### config.mk
export PLATFORM = sky130hd
export DESIGN_NAME = mbssoc_uart_tx
export DESIGN_NICKNAME = d
export VERILOG_FILES = /design/src/rtl/mbssoc_uart_tx.sv
export SDC_FILE = /design/constraint.sdc
export NUM_CORES = 1
export LEC_CHECK = 0
export ABC_AREA = 0
export CAP_MARGIN = 10
export CORE_MARGIN = 2
export CORE_UTILIZATION = 42
export CTS_BUF_LIST = sky130_fd_sc_hd__clkbuf_2 sky130_fd_sc_hd__clkbuf_4 sky130_fd_sc_hd__clkbuf_8
export DETAILED_ROUTE_END_ITERATION = 6
export GPL_TIMING_DRIVEN = 0
export HOLD_SLACK_MARGIN = 0.08
export SLEW_MARGIN = 20
export SYNTH_ARGS = -nofsm -noshare
export SYNTH_HDL_FRONTEND = slang
export SYNTH_SLANG_ARGS = --single-unit
### constraint.sdc
create_clock -name clk -period 10.8 [get_ports clk]
set_input_delay 2.7 -clock clk [delete_from_list [all_inputs] [get_ports clk]]
set_output_delay 2.7 -clock clk [all_outputs]
set_load 0.01 [all_outputs]
### src/rtl/mbssoc_uart_tx.sv
// mbssoc_uart_tx: bus-mapped 8N1 UART transmitter with TX FIFO and drain irq; MBSSOC_UART_PARITY_EN adds a parity bit
module mbssoc_uart_tx #(
  parameter int DATA_WIDTH = 32,
  parameter int ADDR_WIDTH = 32,
  parameter logic [ADDR_WIDTH-1:0] BASE_ADDR = 'h0000_FF00,
  parameter int FIFO_DEPTH = 8,
  parameter logic [15:0] DIV_RESET = 16'd434
) (
  input  logic                  clk,
  input  logic                  rst,
  input  logic [ADDR_WIDTH-1:0] addr,
  input  logic [DATA_WIDTH-1:0] wdata,
  input  logic                  re,
  input  logic                  we,
  output logic [DATA_WIDTH-1:0] rdata,
  output logic                  rvalid,
  output logic                  tx,
  output logic                  irq
);
  localparam int AW = $clog2(FIFO_DEPTH);
  localparam int CW = AW + 1;
`ifdef MBSSOC_UART_PARITY_EN
  typedef enum logic [2:0] {IDLE, START, DATA, PARITY, STOP} state_t;
  localparam state_t AFTER_DATA = PARITY;
  logic par_odd_q;
`else
  typedef enum logic [1:0] {IDLE, START, DATA, STOP} state_t;
  localparam state_t AFTER_DATA = STOP;
`endif
  state_t state_q, state_d;
  logic [7:0] mem_q [FIFO_DEPTH];
  logic [AW-1:0] wr_q, rd_q;
  logic [CW-1:0] cnt_q;
  logic [15:0] div_q, bdiv_q, bdiv_d, tmr_q, tmr_d;
  logic [2:0] idx_q, idx_d;
  logic [7:0] sh_q, sh_d;
  logic tx_q, tx_d, irq_q, irq_en_q, ovf_q, rvalid_q;
  logic [DATA_WIDTH-1:0] rdata_q, status_w, ctrl_w;
  logic sel_tx, sel_st, sel_ct, push, push_ok, pop, empty, full, busy, bit_done, drain, rd_st, rd_ct, clr_irq;
  logic unused;
  assign sel_tx = addr == BASE_ADDR;
  assign sel_st = addr == BASE_ADDR + ADDR_WIDTH'(1);
  assign sel_ct = addr == BASE_ADDR + ADDR_WIDTH'(2);
  assign empty = cnt_q == '0;
  assign full = cnt_q[AW];
  assign busy = state_q != IDLE;
  assign push = we & sel_tx;
  assign push_ok = push & (~full | pop);
  assign rd_st = re & ~we & sel_st;
  assign rd_ct = re & ~we & sel_ct;
  assign clr_irq = push | (we & sel_ct & ~wdata[16]);
  assign bit_done = tmr_q == bdiv_q - 16'd1;
  assign status_w = DATA_WIDTH'({ovf_q, irq_en_q, busy, full, empty, cnt_q});
`ifdef MBSSOC_UART_PARITY_EN
  assign ctrl_w = DATA_WIDTH'({par_odd_q, irq_en_q, div_q});
`else
  assign ctrl_w = DATA_WIDTH'({irq_en_q, div_q});
`endif
  assign unused = ^wdata[DATA_WIDTH-1:17];
  assign tx = tx_q;
  assign irq = irq_q;
  assign rdata = rdata_q;
  assign rvalid = rvalid_q;
  // Frame sequencer: pops the FIFO on entry to START and latches the divisor for the whole frame
  always_comb begin
    state_d = state_q;
    tmr_d = bit_done ? '0 : tmr_q + 16'd1;
    idx_d = idx_q;
    sh_d = sh_q;
    bdiv_d = bdiv_q;
    pop = 1'b0;
    drain = 1'b0;
    case (state_q)
      IDLE: begin
        tmr_d = '0;
        pop = ~empty;
        state_d = empty ? IDLE : START;
      end
      START: begin
        idx_d = '0;
        if (bit_done) state_d = DATA;
      end
      DATA: if (bit_done) begin
        idx_d = idx_q + 3'd1;
        state_d = idx_q == 3'd7 ? AFTER_DATA : DATA;
      end
`ifdef MBSSOC_UART_PARITY_EN
      PARITY: if (bit_done) state_d = STOP;
`endif
      STOP: if (bit_done) begin
        pop = ~empty;
        drain = empty;
        state_d = empty ? IDLE : START;
      end
      default: state_d = IDLE;
    endcase
    if (pop) begin
      sh_d = mem_q[rd_q];
      bdiv_d = div_q == '0 ? 16'd1 : div_q;
    end
    tx_d = state_d == START ? 1'b0 : state_d == DATA ? sh_d[idx_d] : 1'b1;
`ifdef MBSSOC_UART_PARITY_EN
    if (state_d == PARITY) tx_d = ^sh_d ^ par_odd_q;
`endif
  end
  // FIFO storage needs no reset: the pointers define what is valid
  always_ff @(posedge clk)
    if (push_ok) mem_q[wr_q] <= wdata[7:0];
  // Control/status registers, FIFO pointers, sequencer state and registered bus response
  always_ff @(posedge clk) begin
    if (rst) begin
      state_q <= IDLE;
      tmr_q <= '0;
      idx_q <= '0;
      sh_q <= '0;
      bdiv_q <= 16'd1;
      tx_q <= 1'b1;
      wr_q <= '0;
      rd_q <= '0;
      cnt_q <= '0;
      ovf_q <= 1'b0;
      div_q <= DIV_RESET;
      irq_en_q <= 1'b0;
      irq_q <= 1'b0;
      rdata_q <= '0;
      rvalid_q <= 1'b0;
`ifdef MBSSOC_UART_PARITY_EN
      par_odd_q <= 1'b0;
`endif
    end else begin
      state_q <= state_d;
      tmr_q <= tmr_d;
      idx_q <= idx_d;
      sh_q <= sh_d;
      bdiv_q <= bdiv_d;
      tx_q <= tx_d;
      wr_q <= wr_q + AW'(push_ok);
      rd_q <= rd_q + AW'(pop);
      cnt_q <= cnt_q + CW'(push_ok) - CW'(pop);
      ovf_q <= (push & ~push_ok) | (ovf_q & ~rd_st);
      irq_q <= ~clr_irq & (irq_q | (drain & irq_en_q));
      rdata_q <= rd_st ? status_w : rd_ct ? ctrl_w : '0;
      rvalid_q <= rd_st | rd_ct;
      if (we & sel_ct) begin
        div_q <= wdata[15:0];
        irq_en_q <= wdata[16];
`ifdef MBSSOC_UART_PARITY_EN
        par_odd_q <= wdata[17];
`endif
      end
    end
  end
endmodule

* Word level (Yosys, flattened, before mapping)
Memory sizes are Yosys's and may differ from the RTL's. A register that Yosys moved wholly into a read port is not among the register bits.
Cells that the tools add are included.
** Word-level totals
- Bits in registers :: 108
- Input port bits :: 68
- Bits in read-only memories :: 0
- Output and inout bits :: 35
- Logic and storage cells :: 90
- Memories :: 1
- Memory bits (writable) :: 64
- Latch bits :: 0
** Memories
- mem_q :: words 8, bits a word 8, read ports 1, clocked after Yosys merged registers in 1, write ports 1, RTL line 31 : logic [7:0] mem_q [FIFO_DEPTH];
** Cells by class
- Equality and inequality tests :: 10
- Bitwise logic cells :: 24
- Reductions and logical operators :: 7
- Add/subtract/negate cells :: 7
- Multipliers :: 0
- Magnitude comparators :: 1
- Shifts and indexed selects :: 0
- Divide/modulo/power cells :: 0
- Mux-type cells :: 23
** Operators with widths (number)
- $eq A32 B16 Y1 const B :: 3
- $mux W9 :: 2
- $add A16 B1 Y16 const B :: 1
- $eq A16 B16 Y1 :: 1
- $logic_not A16 Y1 :: 1
- $mux W16 :: 1
- $sub A16 B1 Y16 const B :: 1
- $and A1 B1 Y1 :: 11
- $mux W1 :: 10
- $mux W8 :: 1
- $not A1 Y1 :: 8
- $pmux W2 S4 :: 1
- $add A3 B1 Y3 :: 2
- $eq A2 B2 Y1 const B :: 3
- $mux W2 :: 3
- $mux W3 :: 2
- $pmux W3 S2 :: 1
- $reduce_or A3 Y1 :: 2
- $or A1 B1 Y1 :: 5
- $add A4 B1 Y4 :: 1
- $eq A2 B1 Y1 const B :: 2
- $logic_not A4 Y1 :: 1
- $lt A3 B4 Y1 const B :: 1
- $sub A4 B1 Y4 :: 1
- 7 further kinds :: 7

* Longest topological paths before layout
Gate-level depths: netlist of the first run.
- Depth after elaboration :: 9
- Depth in mapped cells :: 19

* Worst setup path before layout of the first run
No wires, ideal clock.
- Path type :: input -> register
- Start :: input port addr[27]
- End :: register div_q[0]
- Cell stages on the path :: 9
- Library setup time :: 128 ps
- Arrival time :: 4785 ps
- Buffers on the path :: 2
- Slack :: 5887 ps
- Data required time :: 10672 ps
- Path through :: nor4_1 -> nand4_1 -> nor4_1 -> nand3b_1 -> nor2_1 -> clkbuf_1 -> clkbuf_1 -> mux2i_1 -> nor2_1
** Between the ends
- Cells in the longest elaborated chain, start to end :: 2
** RTL lines
- start, declared :: RTL line 11 : input logic [ADDR_WIDTH-1:0] addr,
- $eq A32 B16 Y1 :: RTL line 43 : assign sel_ct = addr == BASE_ADDR + ADDR_WIDTH'(2);
- $and A1 B1 Y1 :: RTL line 144 : if (we & sel_ct) begin
- end signal, assigned :: RTL line 145 : div_q <= wdata[15:0];
- end, declared :: RTL line 34 : logic [15:0] div_q, bdiv_q, bdiv_d, tmr_q, tmr_d;
Every way passes these cells.
A chain may end at the register's enable or synchronous reset.

* Final worst setup path of the first run
- Start :: input port addr[19]
- End :: register div_q[11]
Same word-level chain as after synthesis.

==> flow_metrics.py, run 1 <==
metrics = {
    "run_status": {
        "status": "finished clean",
    },
    "routing": {
        "vias_per_cell": 5.15,
        "drt_wl_total_mm": 16.3,
        "postRouteAntennaNets": 0,
        "avgRoutedWirePerCell_um": 17.0,
        "vias": 4946,
        "first_pass_iters": 4,
        "post-route-drc-count": 0,
        "drtIter0Drc": 271,
    },
    "synthesis": {
        "yosysWarningCount": 0,
        "synth_ff_type": "dfxtp_1",
        "yosysUniqueCellTypes": 69,
        "seq_area_frac_synth_pct": 53.7,
        "synth.ff_latch_count": 157,
        "avgSynthCellArea_sq_um": 11.3,
        "synth_edf_count": 64,
        "ys_async_sr_fraction_pct": 0,
        "syn_inst": 624,
        "netlist_area_sq_um": 7040,
    },
    "clock_tree": {
        "root_buffer": "clkbuf_8",
        "path_clk_slew_ns": 0.09,
        "cts_tree": "yes",
        "cts_made_buffers": 17,
        "clk_latency_ns": 0.46,
        "clock_sink_count": 157,
        "htree_levels": 4,
        "cts_hold_buf": 0,
        "post_cts_buffers": 0,
        "cts_resized": 0,
        "cts_max_path_buffers": 2,
    },
    "grt": {
        "overflow": 0,
        "grt_pass1_wl_mm": 26.2,
        "grt_pass1_vias": 5090,
        "grt_util_all_layers_pct": 19.0,
        "grt_max_degree": 17,
        "antenna_found_initial": 0,
    },
    "worst_setup_path": {
        "r2r-start": "bdiv_q[0]",
        "slowest_stage": "clkbuf_1",
        "cp_data_required_time_ns": 11.12,
        "path_max_fanout": 10,
        "critPathBufInv": 3,
        "path_class": "in2reg",
        "crit_path_start_kind": "primary input",
        "crit_family": "buffers and inverters",
        "max_stage_delay_ns": 0.69,
        "cp_data_arrival_time_ns": 5.84,
        "path_cells": "clkdlybuf4s50_1, nor4_1, nand4_1, nor4_1, nand3b_1, nor2_1, clkbuf_1, clkbuf_1, mux2i_1, nor2_1",
        "worstSetupEndpointType": "flop",
        "crit_path_start": "addr[19]",
    },
    "sta": {
        "period_share_pct": 51.1,
        "final-setup-viol-count": 0,
        "fin_ws_ns": 5.28,
        "slew_violations": 0,
        "finalSetupTns_ns": 0,
        "fmax_ghz": 0.181,
        "final_hold_viol_count": 0,
        "finalClockSkew_ns": 0.0144,
        "rsz0062_at_grt": "no",
        "fin_crit_ns": 5.52,
        "maxSlewHeadroom_pct": 42.9,
        "tightest_slew_ns": 0.856,
    },
    "placed_design": {
        "dp_hpwl_mm": 12.1,
        "place.gp.congestion": 0.854,
        "dpl.cell_count": 929,
        "io_buffer_count": 71,
        "pre_cts_ws_ns": 4.79,
    },
    "die": {
        "start_util_pct": 42.8,
        "fp.dieW_um": 133,
        "dieArea_sq_um": 17800,
        "die_h_um": 133,
        "core_sq_um": 16500,
        "ios": 103,
        "row_count": 47,
    },
    "power": {
        "leakagePower_nw": 2.94,
        "vdd_drop_max_uv": 117,
        "power_per_cell_area_nw_per_um2": 195,
    },
    "layout": {
        "nets": 815,
        "antennaDiodeCount": 0,
        "drive_gt1_share_pct": 11.3,
        "synthToLayoutAreaGrowth_pct": 21.1,
        "stdcell_count": 961,
    },
    "hold_path": {
        "hp-class": "reg2reg",
        "worstHoldStart": "bdiv_q[15]",
    },
    "run": {
        "drv_cap": 0,
    },
}
==> logic make-up after synthesis <==
family	share of synthesized area [%]
compound gates	8.47
xor+xnor	4.60
fa+ha+maj	3.48
buf+inv	4.46
flops	53.7
mux	9.31
other cells	0.0532
simple gates	15.9
==> synth_stat cells (all sizes together) (5+ instances only) <==
cell type,instances,share of area [%]
nor4,15,1.8
nand4,9,0.80
a21oi,21,1.5
edfxtp,64,27
nand2b,5,0.44
o211ai,7,0.82
nand3,10,0.78
xor2,16,2.0
nor2b,17,1.5
mux2i,25,3.6
mux4,17,5.4
and2,10,0.89
inv,21,1.1
clkbuf,27,1.4
o21ai,12,0.85
dfxtp,93,26
ha,18,3.2
nand2,48,2.6
xnor2,21,2.6
and3,5,0.44
buf,19,1.8
nor3,12,1.1
nor2,70,3.8
a211o,6,0.75
==> metal layers <==
layer | GRT usage [%] | wire (um)
met1 | 23.2 | 7140
met2 | 32.3 | 8100
met3 | 4.95 | 676
met4 | 7.80 | 390
met5 | 0 | 0
==> layout by cell type (no fill, tap or decap), drive strengths merged, types with 3 or more instances in the layout <==
cell,Yosys,layout
o21ai,12,12
a21oi,21,21
nand2,48,48
clkbuf,27,44
or3,3,3
xor2,16,16
nand2b,5,5
mux2i,25,25
inv,21,27
o211ai,7,7
a211oi,4,4
clkinv,1,5
dfxtp,93,93
nor2,70,70
nand3b,3,3
nor3,12,12
nor4,15,15
nor2b,17,17
o2111ai,3,3
a211o,6,6
xnor2,21,21
a41oi,3,3
ha,18,18
buf,19,19
clkdlybuf4s50,0,71
bufinv,0,3
nor3b,3,3
edfxtp,64,64
conb,1,15
a22o,3,3
and2,10,10
a31oi,4,4
and3,5,5
mux4,17,17
nand3,10,10
nand4,9,9
==> registers in the layout, summed over array words and instances (netlist names) <==
name      cells
mem_q        64
rdata        17
bdiv_q       16
div_q        16
tmr_q        16
sh_q          8
cnt_q         4
idx_q         3
rd_q          3
wr_q          3
state_q       2
irq           1
irq_en_q      1
ovf_q         1
rvalid        1
tx            1
==> worst min-delay path, stage by stage, from the launching register on <==
cell and delay, ns:
dfxtp_1 0.34, nand2_1 0.06, a21oi_1 0.05
==> report_power, final <==
group	internal, mW	switching [mW]	total [mW]	leakage [nW]
registers	0.654	0.0262	0.680	1.33
logic	0.219	0.288	0.507	1.40
clock network	0.237	0.242	0.479	0.213
==> final cells by class <==
cell class | count | area, sq um
Fill cell | 1476 | 7940
Sequential cell | 157 | 3780
Multi-Input combinational cell | 413 | 3010
Timing Repair Buffer | 71 | 711
Tap cell | 220 | 275
Clock buffer | 17 | 234
Buffer | 46 | 231
Clock inverter | 15 | 203
Inverter | 22 | 82.6
==> worst paths after layout <==
| check | endpoint | slack, ns | cells past startpoint |
|---|---|---|---|
| setup / recovery | div_q[11] | 5.28 | 10 |
| hold / removal | bdiv_q[15] | 0.49 | 2 |
| setup reg to reg | cnt_q[2] | 5.85 | 18 |
| hold reg to reg | bdiv_q[15] | 0.49 | 2 |
==> stage by stage <==
stage | cell area (sq um) | utilization [%] | total power [mW] | hold slack, ns
6_report | 8530 | 51.8 | 1.67 | 0.491
3_5_place_dp | 8090 | 49.1 | 1.20 | 0.467
4_1_cts | 8530 | 51.8 | 1.67 | 0.492
5_1_grt | 8530 | 51.8 | 1.76 | 0.512
3_3_place_gp | 8080 | 49.1 | 1.19 | 0.470
2_1_floorplan | 7100 | - | 1.07 | 0.443
Power figures use the tool's default switching activity.
==> run 2: changes to the inputs <==
- PLACE_DENSITY: default -> 0.67
- clock period: 10.8 -> 4.51 ns (I/O delays scaled with it)
==> flow_metrics.py, run 2 (same netlist as run 1, synthesis figures left out) <==
metrics = {
    "die": {
        "die_h_um": 133,
        "ios": 103,
        "start_util_pct": 42.8,
        "row_count": 47,
        "dieArea_sq_um": 17800,
        "fp.dieW_um": 133,
        "core_sq_um": 16500,
    },
    "placed_design": {
        "place.gp.congestion": 0.865,
        "dp_hpwl_mm": 12.3,
        "io_buffer_count": 71,
    },
    "routing": {
        "post-route-drc-count": 0,
        "vias_per_cell": 5.26,
        "first_pass_iters": 6,
        "drtIter0Drc": 257,
        "drt_wl_total_mm": 16.4,
        "avgRoutedWirePerCell_um": 17.0,
        "postRouteAntennaNets": 0,
        "vias": 5067,
    },
    "power": {
        "p_comb_share_pct": 31.1,
        "leakagePower_nw": 2.96,
        "netSwitchingPower_mw": 1.35,
        "p_seq_share_pct": 41.0,
        "switching_share_pct": 33.8,
        "total_power_mw": 3.98,
        "power_per_cell_area_nw_per_um2": 464,
        "intPower_mw": 2.64,
        "vdd_drop_max_uv": 261,
        "p_clk_share_pct": 27.9,
    },
    "hold_path": {
        "worstHoldStart": "div_q[15]",
        "hp-class": "reg2reg",
    },
    "sta": {
        "slew_violations": 0,
        "fmax_ghz": 0.233,
        "final_hold_viol_count": 0,
        "final-setup-viol-count": 0,
        "period_share_pct": 95.0,
        "rsz0062_at_grt": "no",
        "holdWs_ns": 0.494,
        "finalClockSkew_ns": 0.0194,
        "tightest_slew_ns": 0.850,
        "fin_crit_ns": 4.28,
        "maxSlewHeadroom_pct": 43.3,
        "finalSetupTns_ns": 0,
    },
    "worst_setup_path": {
        "r2r_slack_ns": 0.23,
        "crit_path_start_kind": "flop",
        "path_common_cell": "ha_1",
        "max_stage_delay_ns": 0.45,
        "crit_family": "simple AND/OR/NAND/NOR gates",
        "r2r_end": "cnt_q[2]",
        "r2r-start": "bdiv_q[0]",
        "slowest_stage": "or3b_1",
        "path_max_fanout": 11,
        "cp_data_required_time_ns": 4.84,
        "critical_path.endpoint": "cnt_q[2]",
        "worstSetupEndpointType": "flop",
        "path_cells": "inv_1, ha_1, or3b_1, nor4_4, xnor2_1, a211oi_1, a41oi_2, nor4_4, nor2_2, clkinvlp_4, clkbuf_2, ha_1, inv_1, ha_1, fa_1, xnor2_1, nor2_1",
        "cp_data_arrival_time_ns": 4.62,
        "critPathBufInv": 4,
        "crit_path_start": "bdiv_q[0]",
        "path_class": "reg2reg",
        "cp.depth": 17,
        "reg2regPathDepth": 17,
    },
    "grt": {
        "grt_pass1_vias": 5062,
        "antenna_found_initial": 0,
        "overflow": 0,
        "grt_util_all_layers_pct": 19.1,
        "grt_pass1_wl_mm": 26.4,
        "grt_max_degree": 18,
    },
    "clock_tree": {
        "cts_tree": "yes",
        "root_buffer": "clkbuf_8",
        "clk_latency_ns": 0.46,
        "cts_max_path_buffers": 2,
        "cts_made_buffers": 17,
        "htree_levels": 4,
        "clock_sink_count": 157,
        "path_clk_slew_ns": 0.10,
    },
    "run_status": {
        "status": "finished clean",
    },
    "layout": {
        "final_cell_mix": "93 x dfxtp_1, 71 x clkdlybuf4s50_1, 64 x edfxtp_1",
        "nets": 818,
        "regMostFlops": "mem_q",
        "synthToLayoutAreaGrowth_pct": 22.0,
        "layout_commonest_cell": "dfxtp_1",
        "drive_gt1_share_pct": 13.3,
        "largest_reg_flops": 64,
        "antennaDiodeCount": 0,
    },
    "run": {
        "drv_cap": 0,
    },
}
## run 2: cell types whose count changed in the layout (fill, tap and decap cells not counted), sizes merged
cell | previous run | this run
inv | 27 | 28
clkinv | 5 | 4
clkinvlp | 2 | 3
buf | 19 | 23
clkbuf | 44 | 43
bufinv | 3 | 2
## run 2: power by group through the flow
stage / logic [mW] / registers, mW / clock network (mW)
after detailed placement: 1.20 / 1.66 / 0
final: 1.24 / 1.63 / 1.11
after CTS: 1.21 / 1.63 / 1.13
after global routing: 1.38 / 1.64 / 1.19
after global placement: 1.16 / 1.66 / 0
after floorplan: 0.907 / 1.64 / 0
## run 2: tightest hold or removal path, stage by stage, from the launching register on
cell	delay, ns
dfxtp_1	0.34
nand2_1	0.06
a21oi_1	0.05
## run 2: worst min-delay path by stage
stage,slack (ns),end,cells after the start
2_1_floorplan,0.44,rdata[8],1
3_3_place_gp,0.46,rdata[8],1
3_5_place_dp,0.46,rdata[8],1
4_1_cts,0.49,rdata[8],1
5_1_grt,0.50,rdata[8],1
6_report,0.49,bdiv_q[15],2
## run 2: final cells by class
type	instances	area (sq um)
Inverter	22	86.3
Tap cell	220	275
Fill cell	1473	7880
Multi-Input combinational cell	413	3040
Clock inverter	15	198
Clock buffer	17	234
Timing Repair Buffer	75	741
Buffer	45	230
Sequential cell	157	3780
## run 2: metal layers
metal | vias up | GRT usage [%] | share of wire, %
met1 | 2488 | 24.1 | 44
met5 | - | 0 | 0
met3 | 21 | 3.35 | 4.0
met4 | 0 | 6.74 | 1.7
met2 | 115 | 33.2 | 51
li1 | 2443 | - | -
## run 2: metrics by stage
step	utilization, %	worst slack, ns	instances	instance area, sq um
after floorplan	-	0.460	638	7100
after global placement	49.1	-0.289	929	8080
after detailed placement	49.2	-0.366	930	8100
after CTS	51.9	-0.00573	961	8540
after global routing	52.2	0.00536	964	8590
final	52.2	0.226	964	8590
## run 2: timing repair
| item | CTS | global route |
|---|---|---|
| setup buffers | 0 | 3 |
| gates resized for setup | 4 | 9 |
| setup endpoints to repair | 3 | 64 |
| pin swaps | 0 | 1 |
| hold buffers | 0 | 0 |
